--- config.mk ---
export PLATFORM = sky130hd
export DESIGN_NAME = elastic_skid_buffer
export DESIGN_NICKNAME = d
export VERILOG_FILES = /design/src/rtl/elastic_skid_buffer.sv
export SDC_FILE = /design/constraint.sdc
export NUM_CORES = 1
export LEC_CHECK = 0
export BUFFER_PORTS_ARGS = -buffer_cell sky130_fd_sc_hd__buf_2
export CAP_MARGIN = 20
export CELL_PAD_IN_SITES_DETAIL_PLACEMENT = 0
export CELL_PAD_IN_SITES_GLOBAL_PLACEMENT = 1
export CORE_ASPECT_RATIO = 1.25
export CORE_MARGIN = 2
export CORE_UTILIZATION = 35
export CTS_CLUSTER_DIAMETER = 80
export DETAILED_ROUTE_END_ITERATION = 12
export PLACE_DENSITY = 0.61
export SETUP_SLACK_MARGIN = 0.2
export SLEW_MARGIN = 0
export SYNTH_ARGS = -nofsm -noshare
export SYNTH_HDL_FRONTEND = slang
export SYNTH_SLANG_ARGS = --single-unit
--- constraint.sdc ---
create_clock -name clk -period 2.3 [get_ports clk]
set_clock_uncertainty 0.05 [all_clocks]
set_input_delay 0.23 -clock clk [delete_from_list [all_inputs] [get_ports clk]]
set_output_delay 0.23 -clock clk [all_outputs]
set_load 0.01 [all_outputs]
--- src/rtl/elastic_skid_buffer.sv ---
// elastic_skid_buffer
//   Circular-array elastic buffer between a valid/ready producer and consumer.
//   Output is registered by default: a word pushed into an empty buffer shows
//   up on dout/val_out one cycle later. ready_upward depends only on occupancy
//   and never on ready_downward, so there is no combinational ready path.
//
//   Optional build macro: ELASTIC_BYPASS_EN
//     When it is defined, an empty buffer with ready_downward=1 forwards din/val_in
//     straight to dout/val_out. That word is consumed without being stored.
//     When the buffer is empty and ready_downward=0, the word is stored as usual (skid).
//
// Parameters
//   DATA_WIDTH     payload width
//   DEPTH          storage entries, power of two, 2..256
// Ports
//   clk            clock, rising edge
//   reset          asynchronous reset, active low
//   din            upstream payload
//   val_in         upstream valid
//   ready_upward   buffer can accept a word this cycle
//   dout           downstream payload (0 while empty)
//   val_out        downstream valid
//   ready_downward downstream ready
//   count          occupancy, 0..DEPTH

module elastic_skid_buffer #(
   parameter int DATA_WIDTH = 32,
   parameter int DEPTH      = 4
) (
   input  logic                         clk,
   input  logic                         reset,
   input  logic [DATA_WIDTH-1:0]        din,
   input  logic                         val_in,
   output logic                         ready_upward,
   output logic [DATA_WIDTH-1:0]        dout,
   output logic                         val_out,
   input  logic                         ready_downward,
   output logic [$clog2(DEPTH+1)-1:0]   count
);

   localparam int PTR_W = $clog2(DEPTH);
   localparam int CNT_W = $clog2(DEPTH+1);
   localparam logic [CNT_W-1:0] CNT_FULL = CNT_W'(DEPTH);

   logic [DATA_WIDTH-1:0] mem [DEPTH];
   logic [PTR_W-1:0]      rd_ptr;
   logic [PTR_W-1:0]      wr_ptr;
   logic                  empty;
   logic                  full;
   logic                  bypass;
   logic                  push;
   logic                  pop;

   assign empty        = (count == '0);
   assign full         = (count == CNT_FULL);
   assign ready_upward = ~full;

`ifdef ELASTIC_BYPASS_EN
   // Cut-through is held off while reset is asserted so that the outputs
   // stay idle during reset, even with upstream traffic present.
   assign bypass  = reset & empty & ready_downward;
   assign val_out = bypass ? val_in : ~empty;
   assign dout    = bypass ? din : (empty ? '0 : mem[rd_ptr]);
`else
   assign bypass  = 1'b0;
   assign val_out = ~empty;
   // Storage is not reset, so the output is forced to 0 while empty.
   assign dout    = empty ? '0 : mem[rd_ptr];
`endif

   // A bypassed word goes straight through and is never written.
   assign push = val_in & ready_upward & ~bypass;
   assign pop  = val_out & ready_downward & ~empty;

   always_ff @(posedge clk or negedge reset) begin
      if (!reset) begin
         rd_ptr <= '0;
         wr_ptr <= '0;
         count  <= '0;
      end else begin
         if (push)
            wr_ptr <= wr_ptr + PTR_W'(1);
         if (pop)
            rd_ptr <= rd_ptr + PTR_W'(1);
         case ({push, pop})
            2'b10:   count <= count + CNT_W'(1);
            2'b01:   count <= count - CNT_W'(1);
            default: count <= count;
         endcase
      end
   end

   always_ff @(posedge clk) begin
      if (push)
         mem[wr_ptr] <= din;
   end

endmodule

After elaboration in Yosys (flattened, before gate mapping)
Memory sizes are Yosys's and may differ from the RTL's.
Index checks and enable logic that the tools add are counted.
{"block": "totals", "reg_bits": 7, "latchBits": 0, "ram_bits": 128, "mem_bits_ro": 0, "out_inout_bits": 37, "n_memories": 1}
{"block": "op_classes", "add_sub_neg": 4, "mul": 0, "n_div": 0, "order_cmp": 0, "n_eq_ne": 3, "n_shift": 0, "n_mux": 4, "bitwise": 5, "reduce_logical": 2}
{"memory": "mem", "depth": 4, "width": 32, "rd": 1, "rd_ports_with_merged_regs": 0, "wr": 1, "line": "45", "source": "logic [DATA_WIDTH-1:0] mem [DEPTH];"}
{"cell": "$mux 32", "count": 1}
{"cell": "$pmux 3 s2", "count": 1}
{"cell": "$add 2x1->2 const B", "count": 2}
{"cell": "$add 3x1->3 const B", "count": 1}
{"cell": "$and 1x1->1", "count": 3}
{"cell": "$eq 3x3->1 const B", "count": 1}
{"cell": "$logic_not 3->1", "count": 1}
{"cell": "$sub 3x1->3 const B", "count": 1}
{"cell": "$eq 2x1->1 const B", "count": 1}
{"cell": "$eq 2x2->1 const B", "count": 1}
{"cell": "$mux 1", "count": 2}
{"cell": "$not 1->1", "count": 2}
{"cell": "$reduce_bool 2->1", "count": 1}

Logic depth before layout (Yosys ltp)
{"block": "logic_depth", "ltp_word": 6, "depth_mapped": 9}

Least setup slack after synthesis
Ideal clock, no wire load.
{"block": "synth_timing", "path_kind": "register -> register", "startpoint": "reg count[0]", "endpoint": "reg count[2]", "arrival_time_ns": 2.068, "required_ns": 2.171, "slack_ns": 0.103, "path_stages_with_launch": 10, "n_path_buf": 0, "synth_period_minus_slack_ns": 2.197, "cell_sequence": "dfrtp_1 > or3b_4 > and2_4 > inv_1 > ha_1 > inv_1 > fa_1 > xor2_1 > nor2_1 > xor2_1"}
{"block": "synth_between", "elab_cells_between_ends": 13, "cone_classes": "2 x add/sub; 3 x eq/ne; 1 x mux; 5 x bitwise; 2 x reduce/logical"}
{"item": "from (decl)", "line": "38", "source": "output logic [$clog2(DEPTH+1)-1:0] count"}
{"item": "from (signal assigned)", "line": "86", "source": "2'b10: count <= count + CNT_W'(1);"}
{"item": "from (signal assigned)", "line": "87", "source": "2'b01: count <= count - CNT_W'(1);"}
{"item": "from (signal assigned)", "line": "88", "source": "default: count <= count;"}
{"item": "$eq 3x3->1 *", "line": "55", "source": "assign full = (count == CNT_FULL);"}
{"item": "$not 1->1 *", "line": "56", "source": "assign ready_upward = ~full;"}
{"item": "named net ready_upward", "line": "34", "source": "output logic ready_upward,"}
{"item": "$and 1x1->1 *", "line": "72", "source": "assign push = val_in & ready_upward & ~bypass;"}
{"item": "$eq 2x1->1 or $eq 2x2->1 (tied branches)", "line": "85", "source": "case ({push, pop})"}
{"item": "$pmux 3 s2 or $reduce_bool 2->1 (tied branches)"}
Mark *: on every way through the listed nets, which the timed path passes. The rest lies on a longest branch.
A chain may end at the register's enable or synchronous reset.

Worst setup path in the final report
{"block": "layout_timing", "startpoint": "reg rd_ptr[0]", "endpoint": "out dout[31]"}
{"block": "layout_between", "elab_chain_len": 2}
{"item": "from (decl)", "line": "46", "source": "logic [PTR_W-1:0] rd_ptr;"}
{"item": "from (signal assigned)", "line": "84", "source": "rd_ptr <= rd_ptr + PTR_W'(1);"}
{"item": "$mem_v2 4x32"}
{"item": "$mux 32", "line": "68", "source": "assign dout = empty ? '0 : mem[rd_ptr];"}
{"item": "to (decl)", "line": "35", "source": "output logic [DATA_WIDTH-1:0] dout,"}
Every way passes these cells.

==> impl_summary.txt <==
----------------------------------------------------
[Outcome]
  Outcome ... finished clean

[Layout]
  Final layout net count ... 409
  Fraction of final layout cells with drive strength greater than 1 ... 45.26%
  Multi-input logic area ... 1210 um2
  Final design instance area without fill ... 6963 um2
  Area growth syn-to-layout ... 31.40%
  Post-Layout Cell Count ... 562
  Sequential cell area in the final layout ... 4021 um2
  Antenna fix cells ... 0
  Core occupancy in the finished layout ... 46.76%
  Filler Cell Count ... 1314

[Die]
  Die Span Y ... 141.6 um
  Num rows ... 50
  Total core area ... 14890 um2
  Die width ... 114.1 um
  Number of ports placed on the die boundary ... 73
  Die area ... 16150 um2
  Starting density of the core ... 35.59%

[STA]
  Final worst hold slack ... 16.55 ps
  Post-route clock period utilization ... 94.08%
  Setup repair after global routing missed its margin ... yes
  Setup-violating endpoint count in the final report ... 0
  Slew headroom ... 63.94%
  Final critical-path setup slack ... 136.2 ps
  Number of hold violations in the final report ... 0
  Min Clock Period, post-route ... 2164 ps
  Max Transition Viols Final ... 0
  Total Negative Setup Slacks ... 0 ps
  Measured slew at the worst slew-check pin ... 540.9 ps
  Achievable clock frequency ... 462.2 MHz

[Route]
  Post-DR wirelength/cell ... 17.32 um
  Via count of the routed design ... 2643
  Total Wirelength ... 9733 um
  DRT Pass-1 Iters ... 4
  DRC errors left ... 0
  Via density ... 4.703
  Iteration-0 DRC count of the detailed router ... 101
  Count of antenna-violating nets left after detailed routing ... 0

[Placement]
  Post-place instance area ... 5857 um2
  Placed instance count ... 489
  DP Wirelength ... 5472 um
  Worst-case setup slack after placement ... 173.1 ps
  Quantity of I/O buffers inserted on ports ... 72
  Routability congestion estimate ... 0.7047

[Clocking]
  Number of H-tree levels ... 4
  Largest buffer count on any clock path ... 2
  Clock latency of the later-clocked register in the worst-skew pair ... 410 ps
  Clk slew on worst S/H paths ... 60 ps
  CTS tree ... yes
  CTS root buffer ... sky130_fd_sc_hd__clkbuf_16
  Total CTS buffers ... 17
  Clock sinks ... 135

[Yosys]
  Share of synthesized area occupied by flip-flops and latches ... 75.84%
  Yosys warnings ... 0
  Count of different cell masters after synthesis ... 21
  Area contributors post-synth ... sky130_fd_sc_hd__edfxtp_1 (73%), sky130_fd_sc_hd__mux4_2 (14%), sky130_fd_sc_hd__and2_1 (3.9%)
  Flip-flop and latch count after synthesis ... 135
  Post-synthesis cell type with the largest combined area ... sky130_fd_sc_hd__edfxtp_1
  Synth Instances ... 241
  Mean cell area of the mapped netlist ... 21.99 um2
  Share of Yosys cell area claimed by the top area cell type ... 72.54%
  Synthesized cell area ... 5299 um2
  Net count after synthesis ... 283

[Global routing]
  Antenna violations before repair ... 0
  Leftover overflow at the end of global routing ... 0
  Overall Global Routing Usage ... 12.53%
  Global-route wire length before repair ... 14680 um
  Largest net degree at the start of global routing ... 35
  Via count of the first global-routing pass ... 2764

[Power]
  Switching power share of the total ... 28.36%
  Overall Power ... 9.362 mW
  Comb pwr share ... 36.4%
  Power density over the cells ... 1344 nW/um2
  Clock network fraction of design power ... 27.3%
  Leak ... 2.502 nW
  Internal Pwr Total ... 6.707 mW
  Relative contribution of sequential cells to total power ... 36.4%
  Maximum vdd drop ... 0.0006880 V
  Net Sw Power ... 2.655 mW

[Run]
  Total of max-cap violations ... 0

[Setup path]
  Crit Path Category ... reg -> out
  Startpoint Class ... flop
  Largest stage delay on the critical path ... 490 ps
  CP required ... 2020 ps
  Worst path slowest cell ... sky130_fd_sc_hd__mux4_2
  Data arrival time at the worst-slack endpoint ... 1880 ps
  Cell-by-cell listing of the critical path ... buf_12 -> clkbuf_16 -> mux4_2 -> and2_1 -> buf_2
  Kind of end point of the critical path ... output pin
  Max FO, Critical Path ... 9

[Hold path]
  Worst min path class ... in -> reg

----------------------------------------------------
-- worst max-delay path, delay by kind of cell (launching register included) --
family                 cells  cell delay (ps)
muxes                      1              490
DFF                        1              400
and+or+nand+nor            1              160
buffers and inverters      3              430
-- power by group through the flow --
stage                     combinational (mW)  clock (mW)  sequential, mW
after global placement                  2.92           0            3.44
after global routing                    3.72        2.71            3.45
after CTS                               3.07        2.61            3.42
after floorplan                         2.03           0            3.42
final                                   3.41        2.55            3.40
after detailed placement                2.93           0            3.47
-- synth_stat cells, drive strengths merged --
library cell	instances
ha	5
edfxtp	128
or3b	1
or3	1
and3	4
fa	1
clkbuf	5
buf	7
xnor2	3
inv	6
dfrtp	7
mux4	32
mux2i	1
nor2	1
and2	34
xor2	3
nand3	1
mux2	1
-- per-layer routing --
metal	GRT usage [%]	up-vias	wire [um]
li1	-	1214	-
met1	15.12	1348	4200
met2	21.15	67	5008
met3	3.631	14	376
met4	5.006	0	148
met5	0	-	0
-- sequential cells by signal, summed over array words and instances, names as in the netlist --
register,flops
count,3
mem,128
rd_ptr,2
wr_ptr,2
-- area by class of cell --
type / count / share of cell area (%)
flip-flops and latches: 135 / 57.75
multi-input cells: 88 / 17.38
repair buffers: 119 / 13.14
clock buffers: 19 / 6.217
well taps: 182 / 3.270
clock inverters: 13 / 1.887
inverters: 6 / 0.3594
-- final timing paths --
path | startpoint | endpoint | slack (ps) | cells after the start
worst min register to register | count[2] | count[2] | 450 | 1
min in group asynchronous | reset | wr_ptr[1] | 140 | 2
max in group asynchronous | reset | rd_ptr[1] | 1870 | 2
worst min-delay path | din[13] | mem[2][13] | 20 | 1
worst max register to register | count[1] | count[2] | 260 | 9
worst max-delay path | rd_ptr[0] | dout[31] | 140 | 5
-- layout by cell type (no fill, tap or decap), types with 5 or more instances in the layout --
cell type                         n
sky130_fd_sc_hd__and2_1          22
sky130_fd_sc_hd__and2_4          12
sky130_fd_sc_hd__buf_2           66
sky130_fd_sc_hd__buf_4            8
sky130_fd_sc_hd__buf_6            7
sky130_fd_sc_hd__clkbuf_16       19
sky130_fd_sc_hd__dfrtp_1          5
sky130_fd_sc_hd__dlygate4sd3_1   32
sky130_fd_sc_hd__edfxtp_1       128
sky130_fd_sc_hd__mux4_2          32
-- timing repair --
action	in CTS	in global routing
endpoints found under the setup margin	33	161
hold buffers	32	0
gates resized for setup	6	22
gates cloned	0	2
endpoints found under the hold margin	130	0
buffers inserted	3	4
pin swaps	1	4
-- logic make-up after synthesis --
group	Yosys count	share of synthesized area, %
XOR/XNOR	6	0.9919
adder cells (fa/ha/maj)	6	1.558
buffers and inverters	18	2.408
flip-flops	135	75.84
multiplexers	34	14.07
AND/OR/NAND/NOR	42	5.124
(Power assumes the default switching activity.)
